File: src/rtl/dcbarb_pkg.sv
// dcbarb_pkg
// Shared definitions for the DCB arbitration request-side logic.
//   DCBARB_N         default number of requesters
//   DCBARB_HOLD_MAX  default maximum consecutive grants to a locked owner
//   DCBARB_OH_W      widest one-hot vector onehot2idx accepts
//   dcbarb_st_e      arbiter state encoding
//   onehot2idx       one-hot to binary index conversion (0 for an all-zero vector)
package dcbarb_pkg;

  localparam int DCBARB_N        = 8;
  localparam int DCBARB_HOLD_MAX = 4;
  localparam int DCBARB_OH_W     = 64;

  typedef enum logic [1:0] {
    IDLE  = 2'd0,
    GRANT = 2'd1,
    HOLD  = 2'd2
  } dcbarb_st_e;

  // OR of the indices of all set bits; exact for one-hot and all-zero inputs.
  function automatic logic [7:0] onehot2idx(input logic [DCBARB_OH_W-1:0] oh);
    logic [7:0] idx;
    idx = '0;
    for (int i = 0; i < DCBARB_OH_W; i++) begin
      if (oh[i]) idx = idx | 8'(i);
    end
    return idx;
  endfunction

endpackage

File: src/rtl/dcbarb_rr_pick.sv
// dcbarb_rr_pick
// Combinational round-robin winner search.
//   req         in   N      request vector
//   ptr         in   IDX_W  index of the last granted requester
//   winner      out  N      one-hot winner (all-zero when no request)
//   winner_idx  out  IDX_W  binary index of winner (0 when no request)
//   any         out  1      at least one request present
// The request vector is duplicated side by side and only the N positions
// ptr+1 .. ptr+N are eligible, so a plain lowest-bit-first scan over the
// doubled vector yields the round-robin order without any rotate logic.
module dcbarb_rr_pick #(
  parameter int N     = 8,
  parameter int IDX_W = 3
) (
  input  logic [N-1:0]     req,
  input  logic [IDX_W-1:0] ptr,
  output logic [N-1:0]     winner,
  output logic [IDX_W-1:0] winner_idx,
  output logic             any
);

  logic [2*N-1:0] req_dbl;
  logic [2*N-1:0] win_mask;
  logic [2*N-1:0] hit;
  logic [31:0]    ptr_ext;

  assign req_dbl = {req, req};
  assign ptr_ext = 32'(ptr);

  for (genvar gi = 0; gi < 2*N; gi++) begin : g_mask
    assign win_mask[gi] = (32'(gi) > ptr_ext) && (32'(gi) <= ptr_ext + 32'(N));
  end

  assign hit = req_dbl & win_mask;

  // Scan from the top down so the lowest eligible position is the last to write.
  always_comb begin
    winner     = '0;
    winner_idx = '0;
    any        = 1'b0;
    for (int i = 2*N-1; i >= 0; i--) begin
      if (hit[i]) begin
        any        = 1'b1;
        winner_idx = (i >= N) ? IDX_W'(i - N) : IDX_W'(i);
      end
    end
    if (any) winner[winner_idx] = 1'b1;
  end

endmodule

File: src/rtl/dcbarb_rr_grant_gen.sv
// dcbarb_rr_grant_gen
// Registered round-robin grant generator with bounded burst lock and stall.
//   clk        in   1      clock
//   rst_n      in   1      asynchronous reset, active-low
//   req        in   N      per-requester request (level)
//   lock       in   N      per-requester burst-lock hint, qualified by req
//   stall      in   1      downstream not ready; freezes grant and arbiter state
//   grant      out  N      registered one-hot grant (all-zero = none)
//   grant_vld  out  1      registered |grant
//   grant_idx  out  IDX_W  registered binary index of grant (0 when none)
//   hold_cnt   out  3      consecutive-grant count of the current owner
//   err        out  1      sticky: grant was seen with more than one bit set
module dcbarb_rr_grant_gen
  import dcbarb_pkg::*;
#(
  parameter  int N        = DCBARB_N,
  parameter  int HOLD_MAX = DCBARB_HOLD_MAX,
  localparam int IDX_W    = (N > 1) ? $clog2(N) : 1
) (
  input  logic             clk,
  input  logic             rst_n,
  input  logic [N-1:0]     req,
  input  logic [N-1:0]     lock,
  input  logic             stall,
  output logic [N-1:0]     grant,
  output logic             grant_vld,
  output logic [IDX_W-1:0] grant_idx,
  output logic [2:0]       hold_cnt,
  output logic             err
);

  dcbarb_st_e       state_q, state_d;
  logic [N-1:0]     grant_q, grant_d;
  logic             grant_vld_q, grant_vld_d;
  logic [IDX_W-1:0] grant_idx_q, grant_idx_d;
  logic [2:0]       hold_cnt_q, hold_cnt_d;
  logic [IDX_W-1:0] ptr_q, ptr_d;
  logic             err_q, err_d;

  logic [N-1:0]     rr_winner;
  logic [IDX_W-1:0] rr_winner_idx;
  logic             rr_any;
  logic             owner_locked;
  logic             grant_multi;

  dcbarb_rr_pick #(
    .N     (N),
    .IDX_W (IDX_W)
  ) u_rr_pick (
    .req        (req),
    .ptr        (ptr_q),
    .winner     (rr_winner),
    .winner_idx (rr_winner_idx),
    .any        (rr_any)
  );

  assign owner_locked = req[grant_idx_q] & lock[grant_idx_q];
  assign grant_multi  = (grant_q & (grant_q - {{(N-1){1'b0}}, 1'b1})) != '0;

  always_comb begin
    state_d    = state_q;
    grant_d    = grant_q;
    hold_cnt_d = hold_cnt_q;
    ptr_d      = ptr_q;

    if (!stall) begin
      unique case (state_q)
        IDLE: begin
          if (rr_any) begin
            state_d    = GRANT;
            grant_d    = rr_winner;
            hold_cnt_d = 3'd1;
            ptr_d      = rr_winner_idx;
          end
        end
        GRANT, HOLD: begin
          if (owner_locked && (hold_cnt_q < 3'(HOLD_MAX))) begin
            state_d    = HOLD;
            hold_cnt_d = hold_cnt_q + 3'd1;
          end else if (rr_any) begin
            // Search starts after the owner, so it only wins again when alone.
            state_d    = GRANT;
            grant_d    = rr_winner;
            hold_cnt_d = 3'd1;
            ptr_d      = rr_winner_idx;
          end else begin
            state_d    = IDLE;
            grant_d    = '0;
            hold_cnt_d = 3'd0;
          end
        end
        default: begin
          state_d    = IDLE;
          grant_d    = '0;
          hold_cnt_d = 3'd0;
        end
      endcase
    end

    grant_vld_d = |grant_d;
    grant_idx_d = IDX_W'(onehot2idx(DCBARB_OH_W'(grant_d)));
    err_d       = err_q | grant_multi;
  end

  always_ff @(posedge clk or negedge rst_n) begin
    if (!rst_n) begin
      state_q     <= IDLE;
      grant_q     <= '0;
      grant_vld_q <= 1'b0;
      grant_idx_q <= '0;
      hold_cnt_q  <= 3'd0;
      ptr_q       <= IDX_W'(N - 1);
      err_q       <= 1'b0;
    end else begin
      state_q     <= state_d;
      grant_q     <= grant_d;
      grant_vld_q <= grant_vld_d;
      grant_idx_q <= grant_idx_d;
      hold_cnt_q  <= hold_cnt_d;
      ptr_q       <= ptr_d;
      err_q       <= err_d;
    end
  end

  assign grant     = grant_q;
  assign grant_vld = grant_vld_q;
  assign grant_idx = grant_idx_q;
  assign hold_cnt  = hold_cnt_q;
  assign err       = err_q;

endmodule

File: config.mk
export PLATFORM = sky130hd
export DESIGN_NAME = dcbarb_rr_grant_gen
export DESIGN_NICKNAME = d
export VERILOG_FILES = /design/src/rtl/dcbarb_pkg.sv /design/src/rtl/dcbarb_rr_pick.sv /design/src/rtl/dcbarb_rr_grant_gen.sv
export SDC_FILE = /design/constraint.sdc
export NUM_CORES = 1
export LEC_CHECK = 0
export CAP_MARGIN = 25
export CORE_ASPECT_RATIO = 2
export CORE_MARGIN = 8
export CORE_UTILIZATION = 53
export DETAILED_ROUTE_END_ITERATION = 10
export GPL_ROUTABILITY_DRIVEN = 0
export PLACE_DENSITY = 0.84
export SLEW_MARGIN = 20
export SYNTH_ARGS = -nofsm -noshare
export SYNTH_HDL_FRONTEND = slang
export SYNTH_SLANG_ARGS = --single-unit
File: constraint.sdc
create_clock -name clk -period 5.75 [get_ports clk]
set_input_delay 1.15 -clock clk [delete_from_list [all_inputs] [get_ports clk]]
set_output_delay 1.15 -clock clk [all_outputs]
set_load 0.005 [all_outputs]
==> flow_summary_export.csv, run 1 <==
group,metric,value,unit
sta,worstMarginPinSlew,0.568,ns
yosys,synth_ff_type,"dfrtp_1",
sta,rsz0062_at_grt,"false",
yosys,ys_ff_latch,21,
sta,max_freq,279,MHz
detailed_routing,drc,0,
power,p_sw,411,µW
sta,drv_slew,0,
yosys,synth_area_per_cell,9.13,µm²
detailed_routing,post_drt_wl_per_cell,18.8,µm
sta,setup_viol,0,
power,switching_share,0.430,
cells_and_area,final_common_cell,"clkdlybuf4s50_1",
clocking,clock-sinks,21,
power,irDropWorstVdd,0.336,mV
setup_path,endpoint_kind,"flip-flop",
yosys,async_flop_share,1.00,
setup_path,worstPathRequired,5.94,ns
cells_and_area,num_antenna_cells,0,
grt,grt_use_total,0.182,
clocking,cts_root_buf,"clkbuf_8",
worst_hold_path,worstHoldPathType,"flip-flop to flip-flop",
detailed_routing,ant_nets,0,
detailed_routing,drt-initial-drc-count,61,
setup_path,start_kind,"input pin",
cells_and_area,area_growth,27.0,%
detailed_routing,viasPerCell,6.36,
clocking,postCtsHoldBufs,0,
cells_and_area,final_cell_mix,"clkdlybuf4s50_1, nand2_1, dfrtp_1",
power,finalPower,955,µW
sta,relSlewSlack,0.618,
die,die_w,53.6,µm
placement,port_buffers,34,
yosys,synthTopCellsByArea,"dfrtp_1, nand2_1, o21ai_0",
yosys,synth_edf_count,0,
yosys,netlist_instances,164,
yosys,ys_seq_area_frac,0.353,
grt,grt-ovfl-total,0,
sta,min_period,3.58,ns
die,die_h,91.2,µm
setup_path,crit_arrival,3.77,ns
grt,grt_pass1_wl,6.99,mm
yosys,synth_top_area_cell,"dfrtp_1",
grt,grt_max_degree,22,
sta,skew,0.00220,ns
die,rows,27,
setup_path,critPathKind,"input pin to flip-flop",
power,comb_power_share,0.568,
die,initial_core_util,0.547,
yosys,yosysTopAreaCellShare,0.301,
detailed_routing,num_vias,1449,
power,p_leak,0.769,nW
yosys,yosysUniqueCellTypes,54,
clocking,clk_latency,0.26,ns
setup_path,path_max_fanout,13,
placement,dp_hpwl,3.34,mm
clocking,cts-buffers-inserted,3,
die,fp.coreArea,2740,µm²
grt,antenna_found_initial,0,
setup_path,reg2reg_slack,3.04,ns
yosys,yosysWarnings,0,
power,clkPwrFrac,0.100,
power,power_frac_seq,0.332,
die,io_pins,35,
grt,grt_pass1_vias,1501,
sta,hold_violations,0,
outcome,status,"finished clean",
power,p_int,545,µW
power,powerDensity,502,nW/µm²
clocking,cts_resized,0,
cells_and_area,nNetsFinal,222,
die,fp.dieArea,4890,µm²
clocking,clkTransAtPathRegs,0.07,ns
sta,fin_setup_tns,0,ns
detailed_routing,first_pass_iters,4,
cells_and_area,layout-drive-gt1-share,0.151,
clocking,cts_tree,"done",
detailed_routing,routed_wirelength,4.28,mm
yosys,syn_area,1500,µm²
job,cap_violations,0,
clocking,cts_htree_levels,1,
yosys,syn_nets,186,
sta,fin_crit_sh,0.623,
clocking,cts_setup_buffers,0,
clocking,clock_path_buffers,2,
power groups by stage:
| stage | clock network, mW | logic [mW] | registers, mW |
|---|---|---|---|
| 5_1_grt | 0.104 | 0.596 | 0.326 |
| 4_1_cts | 0.0969 | 0.541 | 0.315 |
| 3_5_place_dp | 0 | 0.536 | 0.317 |
| 6_report | 0.0951 | 0.543 | 0.317 |
| 3_3_place_gp | 0 | 0.523 | 0.312 |
| 2_1_floorplan | 0 | 0.389 | 0.276 |
path summary, 6_finish.rpt:
path / end / from / cells past startpoint
max: grant_idx[1] / req[3] / 7
max reg2reg: grant_idx[1] / ptr_q[1] / 7
min in group asynchronous: hold_cnt[0] / rst_n / 1
max in group asynchronous: ptr_q[0] / rst_n / 2
min: state_q[1] / state_q[1] / 2
min reg2reg: state_q[1] / state_q[1] / 2
sequential cells by signal (all words and copies together), names as in the netlist:
signal     flops
grant          8
grant_idx      3
hold_cnt       3
ptr_q          3
state_q        2
err            1
grant_vld      1
metrics by stage:
stage                     setup slack (ns)  std cells  hold WS (ns)  cell area [µm²]   util
after floorplan                       2.74        164         0.468             1500      -
after global placement                2.02        223         0.470             1840  0.673
after detailed placement              1.92        223         0.493             1840  0.673
after CTS                             2.19        227         0.517             1890  0.690
after global routing                  1.98        228         0.549             1900  0.695
final                                 2.17        228         0.514             1900  0.695
metal layers:
layer / part of all wire / global-route usage
met3: 0.050 / 0.0278
met2: 0.54 / 0.319
met4: 0.036 / 0.102
met5: 0 / 0
met1: 0.37 / 0.192
critical path, cell delays in order:
cell and delay [ns]:
clkdlybuf4s50_1 0.50, or4_4 0.56, nor4_2 0.51, a21oi_2 0.15
a21oi_2 0.47, o21ai_0 0.26, nand4_1 0.16
Yosys cell counts, types with 2 or more instances:
cell type and instances:
maj3_1 2, a21oi_2 2, nor2b_1 2, a22o_1 4
nor2_1 15, ha_1 3, o21ai_0 16, dfstp_2 3
nor3_1 2, nand2_1 22, nand4b_1 3, o22ai_1 3
nand4_1 2, a21oi_1 7, a22o_2 2, a21o_1 2
mux4_2 2, or3_1 4, inv_1 5, buf_2 2
nand2b_1 3, dfrtp_1 18, nand3_1 2, o21ai_1 3
buf_6 2, or2_2 3, o211ai_1 3
cell families after synthesis:
family,share of synthesized area
AND/OR/NAND/NOR,0.271
AO/OA/AOI/OAI,0.266
flip-flops,0.353
buffers and inverters,0.0343
adder cells (fa/ha/maj),0.0384
multiplexers,0.0376
cell type report:
cell class                 count  area, µm²
multi-input combinational    134        917
fill                         213        835
sequential                    21        529
timing repair buffer          35        355
clock buffer                   4       45.0
tap                           29       36.3
inverter                       5       18.8
(Power assumes the default switching activity.)
==> inputs of run 2 (changes only) <==
CORE_UTILIZATION = 50   (was 53)
PLACE_DENSITY = 0.8   (was 0.84)
clock period = 3.5 ns   (was 5.75 ns; I/O delays follow)
==> flow_summary_export.csv, run 2 (same netlist as run 1, synthesis figures left out) <==
group,metric,value,unit
clocking,cts_tree,"done",
cells_and_area,area_growth,28.2,%
setup_path,critPathKind,"input pin to flip-flop",
sta,skew,0.00210,ns
setup_path,critical-path-slowest-cell,"clkdlybuf4s50_1",
clocking,cts_htree_levels,1,
sta,drv_slew,0,
sta,relSlewSlack,0.579,
setup_path,crit_start,"req[1]",
grt,grt_pass1_wl,7.07,mm
grt,grt_max_degree,22,
detailed_routing,first_pass_iters,4,
cells_and_area,layout-drive-gt1-share,0.164,
sta,setup_viol,0,
detailed_routing,post_drt_wl_per_cell,19.1,µm
power,irDropWorstVdd,0.540,mV
sta,rsz0062_at_grt,"false",
sta,fin_crit_sh,0.854,
placement,dp.cells,226,
setup_path,start_kind,"input pin",
sta,worstMarginPinSlew,0.630,ns
clocking,clock-sinks,21,
die,initial_core_util,0.515,
die,fp.dieArea,5110,µm²
setup_path,cpPeakStageDelay,0.57,ns
placement,dpl_worst_slack,0.277,ns
cells_and_area,nNetsFinal,224,
cells_and_area,final_cells,231,
grt,grt_use_total,0.177,
placement,dp_hpwl,3.44,mm
clocking,cts_setup_buffers,0,
sta,max_freq,335,MHz
clocking,clkTransAtPathRegs,0.07,ns
sta,hold_violations,0,
die,die_w,54.7,µm
detailed_routing,viasPerCell,6.31,
placement,port_buffers,34,
detailed_routing,drt-initial-drc-count,31,
sta,timing.hold.ws,0.515,ns
die,rows,28,
clocking,clock_path_buffers,2,
cells_and_area,final_common_cell,"clkdlybuf4s50_1",
detailed_routing,drc,0,
worst_hold_path,worstHoldPathType,"flip-flop to flip-flop",
detailed_routing,num_vias,1457,
sta,fin_setup_tns,0,ns
power,powerDensity,824,nW/µm²
setup_path,rr_endpoint,"grant_idx[0]",
grt,grt_pass1_vias,1572,
clocking,postCtsHoldBufs,0,
setup_path,crit_arrival,3.13,ns
setup_path,path_max_fanout,7,
detailed_routing,routed_wirelength,4.41,mm
setup_path,reg2regPathDepth,8,
sta,min_period,2.99,ns
setup_path,r2r-start,"ptr_q[2]",
clocking,clk_latency,0.25,ns
setup_path,endpoint_kind,"flip-flop",
cells_and_area,largest_reg_flops,8,
clocking,cts_root_buf,"clkbuf_8",
grt,antenna_found_initial,0,
power,p_leak,0.782,nW
die,io_pins,35,
grt,grt-ovfl-total,0,
sta,finalWorstSetupSlack,0.511,ns
clocking,cts_resized,0,
outcome,status,"finished clean",
die,fp.coreArea,2910,µm²
clocking,cts-buffers-inserted,3,
setup_path,reg2reg_slack,0.92,ns
die,die_h,93.4,µm
cells_and_area,num_antenna_cells,0,
cells_and_area,final_cell_mix,"clkdlybuf4s50_1, nand2_1, dfrtp_1",
setup_path,worstPathRequired,3.64,ns
job,cap_violations,0,
setup_path,cp_cell_sequence,"clkdlybuf4s50_1 -> maj3_1 -> o22ai_1 -> a211oi_1 -> o221ai_1 -> a22o_1 -> nand2b_1 -> a2111o_1",
detailed_routing,ant_nets,0,
setup_path,crit_end,"grant_idx[0]",
-- run 2: changes by cell type in the layout (fill, tap and decap cells not counted), sizes merged --
cell / change
buf: +2
clkbuf: -1
clkinv: +1
-- run 2: worst min path at each step --
stage	endpoint	from	slack [ns]	depth (start not counted)
final	err	err	0.52	2
after global routing	err	err	0.55	2
after CTS	err	err	0.52	2
after detailed placement	err	err	0.50	2
after global placement	err	err	0.47	2
after floorplan	err	rst_n	0.40	0
-- run 2: layout make-up --
cell class / count / area, µm²
sequential: 21 / 529
fill: 261 / 988
multi-input combinational: 134 / 917
clock buffer: 3 / 41.3
timing repair buffer: 37 / 370
inverter: 5 / 18.8
tap: 30 / 37.5
clock inverter: 1 / 5.00
-- run 2: per-layer routing --
metal,track usage,up-vias,share of wire
met5,0,-,0
met4,0.0744,0,0.021
met3,0.0207,8,0.040
met2,0.327,45,0.56
met1,0.182,718,0.38
li1,-,686,-
-- run 2: critical path, delay by kind of cell --
kind | cells | cell delay, ns
compound gates | 5 | 1.27
buf+inv | 1 | 0.57
simple gates | 1 | 0.17
fa+ha+maj | 1 | 0.42
-- run 2: where the power goes --
group	switching (mW)	total (mW)	internal (mW)
registers	0.159	0.519	0.360
clock network	0.0751	0.154	0.0791
logic	0.447	0.908	0.460
total	0.682	1.58	0.899
-- run 2: stage by stage --
| step | utilization | power (mW) | area, µm² |
|---|---|---|---|
| finish | 0.660 | 1.58 | 1920 |
| global route | 0.660 | 1.69 | 1920 |
| CTS | 0.655 | 1.58 | 1900 |
| detailed placement | 0.639 | 1.41 | 1860 |
| global placement | 0.639 | 1.38 | 1860 |
| floorplan | - | 1.09 | 1500 |
==> inputs of run 3 (changes only) <==
CORE_MARGIN = 2   (was 8)
==> flow_summary_export.csv, run 3 (same netlist as run 1, synthesis figures left out) <==
group,metric,value,unit
grt,grt_use_total,0.267,
outcome,status,"finished clean",
power,powerDensity,829,nW/µm²
sta,worstMarginPinSlew,0.552,ns
detailed_routing,drc,0,
die,die_h,81.4,µm
die,initial_core_util,0.515,
cells_and_area,area_growth,26.7,%
clocking,clk_latency,0.26,ns
sta,min_period,3.00,ns
sta,hold_violations,0,
job,cap_violations,0,
sta,rsz0062_at_grt,"false",
clocking,cts_resized,0,
setup_path,crit_arrival,3.20,ns
power,switching_share,0.430,
grt,grt_pass1_wl,7.07,mm
detailed_routing,ant_nets,0,
power,p_int,897,µW
detailed_routing,routed_wirelength,4.15,mm
sta,max_freq,334,MHz
power,comb_power_share,0.572,
die,die_w,42.7,µm
clocking,postCtsHoldBufs,0,
grt,grt_max_degree,22,
detailed_routing,num_vias,1465,
setup_path,critPathKind,"input pin to flip-flop",
sta,fin_setup_tns,0,ns
grt,grt_pass1_vias,1520,
cells_and_area,final_core_util,0.653,
detailed_routing,viasPerCell,6.37,
clocking,cts_htree_levels,1,
setup_path,worstPathRequired,3.70,ns
die,fp.dieArea,3480,µm²
sta,skew,0.00132,ns
clocking,cts_setup_buffers,0,
power,power_frac_seq,0.330,
cells_and_area,layout-drive-gt1-share,0.160,
power,irDropWorstVdd,0.557,mV
clocking,clkTransAtPathRegs,0.07,ns
detailed_routing,first_pass_iters,4,
cells_and_area,nNetsFinal,223,
detailed_routing,drt-initial-drc-count,45,
cells_and_area,num_antenna_cells,0,
sta,relSlewSlack,0.631,
power,clkPwrFrac,0.098,
power,p_leak,0.771,nW
die,io_pins,35,
setup_path,start_kind,"input pin",
cells_and_area,final_common_cell,"clkdlybuf4s50_1",
setup_path,endpoint_kind,"flip-flop",
sta,drv_slew,0,
detailed_routing,post_drt_wl_per_cell,18.0,µm
die,fp.coreArea,2910,µm²
clocking,clock_path_buffers,2,
worst_hold_path,worstHoldPathType,"input pin to async pin",
grt,grt-ovfl-total,0,
clocking,cts-buffers-inserted,3,
clocking,cts_root_buf,"clkbuf_8",
setup_path,path_max_fanout,8,
cells_and_area,final_cell_mix,"clkdlybuf4s50_1, nand2_1, dfrtp_1",
placement,dp_hpwl,3.21,mm
die,rows,28,
placement,port_buffers,34,
clocking,cts_tree,"done",
clocking,clock-sinks,21,
sta,setup_viol,0,
sta,fin_crit_sh,0.857,
cells_and_area,largest_reg_flops,8,
grt,antenna_found_initial,0,
power,p_sw,677,µW
[run 3: changes by cell type in the layout (fill, tap and decap cells not counted)]
cell / before / now
buf_2: 0 / 1
buf_8: 1 / 0
clkbuf_1: 0 / 1
clkdlybuf4s50_1: 34 / 33
clkinv_2: 1 / 0
[run 3: layout make-up]
type	count	area [µm²]
sequential	21	529
tap	30	37.5
multi-input combinational	134	917
inverter	5	18.8
clock buffer	4	45.0
fill	246	1010
timing repair buffer	36	350
[run 3: power groups by stage]
stage | Combinational, mW | Sequential, mW | Clock, mW
6_report | 0.900 | 0.519 | 0.155
5_1_grt | 0.992 | 0.537 | 0.166
4_1_cts | 0.898 | 0.515 | 0.160
3_5_place_dp | 0.887 | 0.519 | 0
3_3_place_gp | 0.860 | 0.511 | 0
2_1_floorplan | 0.638 | 0.453 | 0
[run 3: worst paths after layout]
check	from	end	slack, ns	cells after the start
max reg2reg	ptr_q[2]	grant_idx[0]	0.88	8
max	req[7]	grant_idx[0]	0.50	9
min in group clk	err	err	0.51	2
min	rst_n	hold_cnt[1]	0.38	1
min reg2reg	err	err	0.51	2
max in group asynchronous	rst_n	ptr_q[1]	2.77	1
[run 3: worst max-delay path, cell delays in order]
cell and delay (ns):
clkdlybuf4s50_1 0.59, and3b_1 0.22, a311oi_2 0.31, nor4_2 0.09, buf_4 0.17, nor3_4 0.31
or4b_4 0.53, o2bb2ai_2 0.16, a2111o_1 0.11
[run 3: through the flow]
| stage | total power [mW] | instance area [µm²] | hold WS (ns) | cells | setup slack [ns] |
|---|---|---|---|---|---|
| after floorplan | 1.09 | 1500 | 0.404 | 164 | 0.943 |
| after global placement | 1.37 | 1860 | 0.464 | 226 | 0.294 |
| after detailed placement | 1.41 | 1860 | 0.482 | 226 | 0.275 |
| after CTS | 1.57 | 1900 | 0.503 | 230 | 0.525 |
| after global routing | 1.70 | 1900 | 0.433 | 230 | 0.296 |
| final | 1.57 | 1900 | 0.380 | 230 | 0.502 |
[run 3: routing by layer]
metal / routed length [µm] / GRT usage
met5: 0 / 0
met1: 1460 / 0.296
met2: 2340 / 0.495
met4: 159 / 0.131
met3: 188 / 0.0178
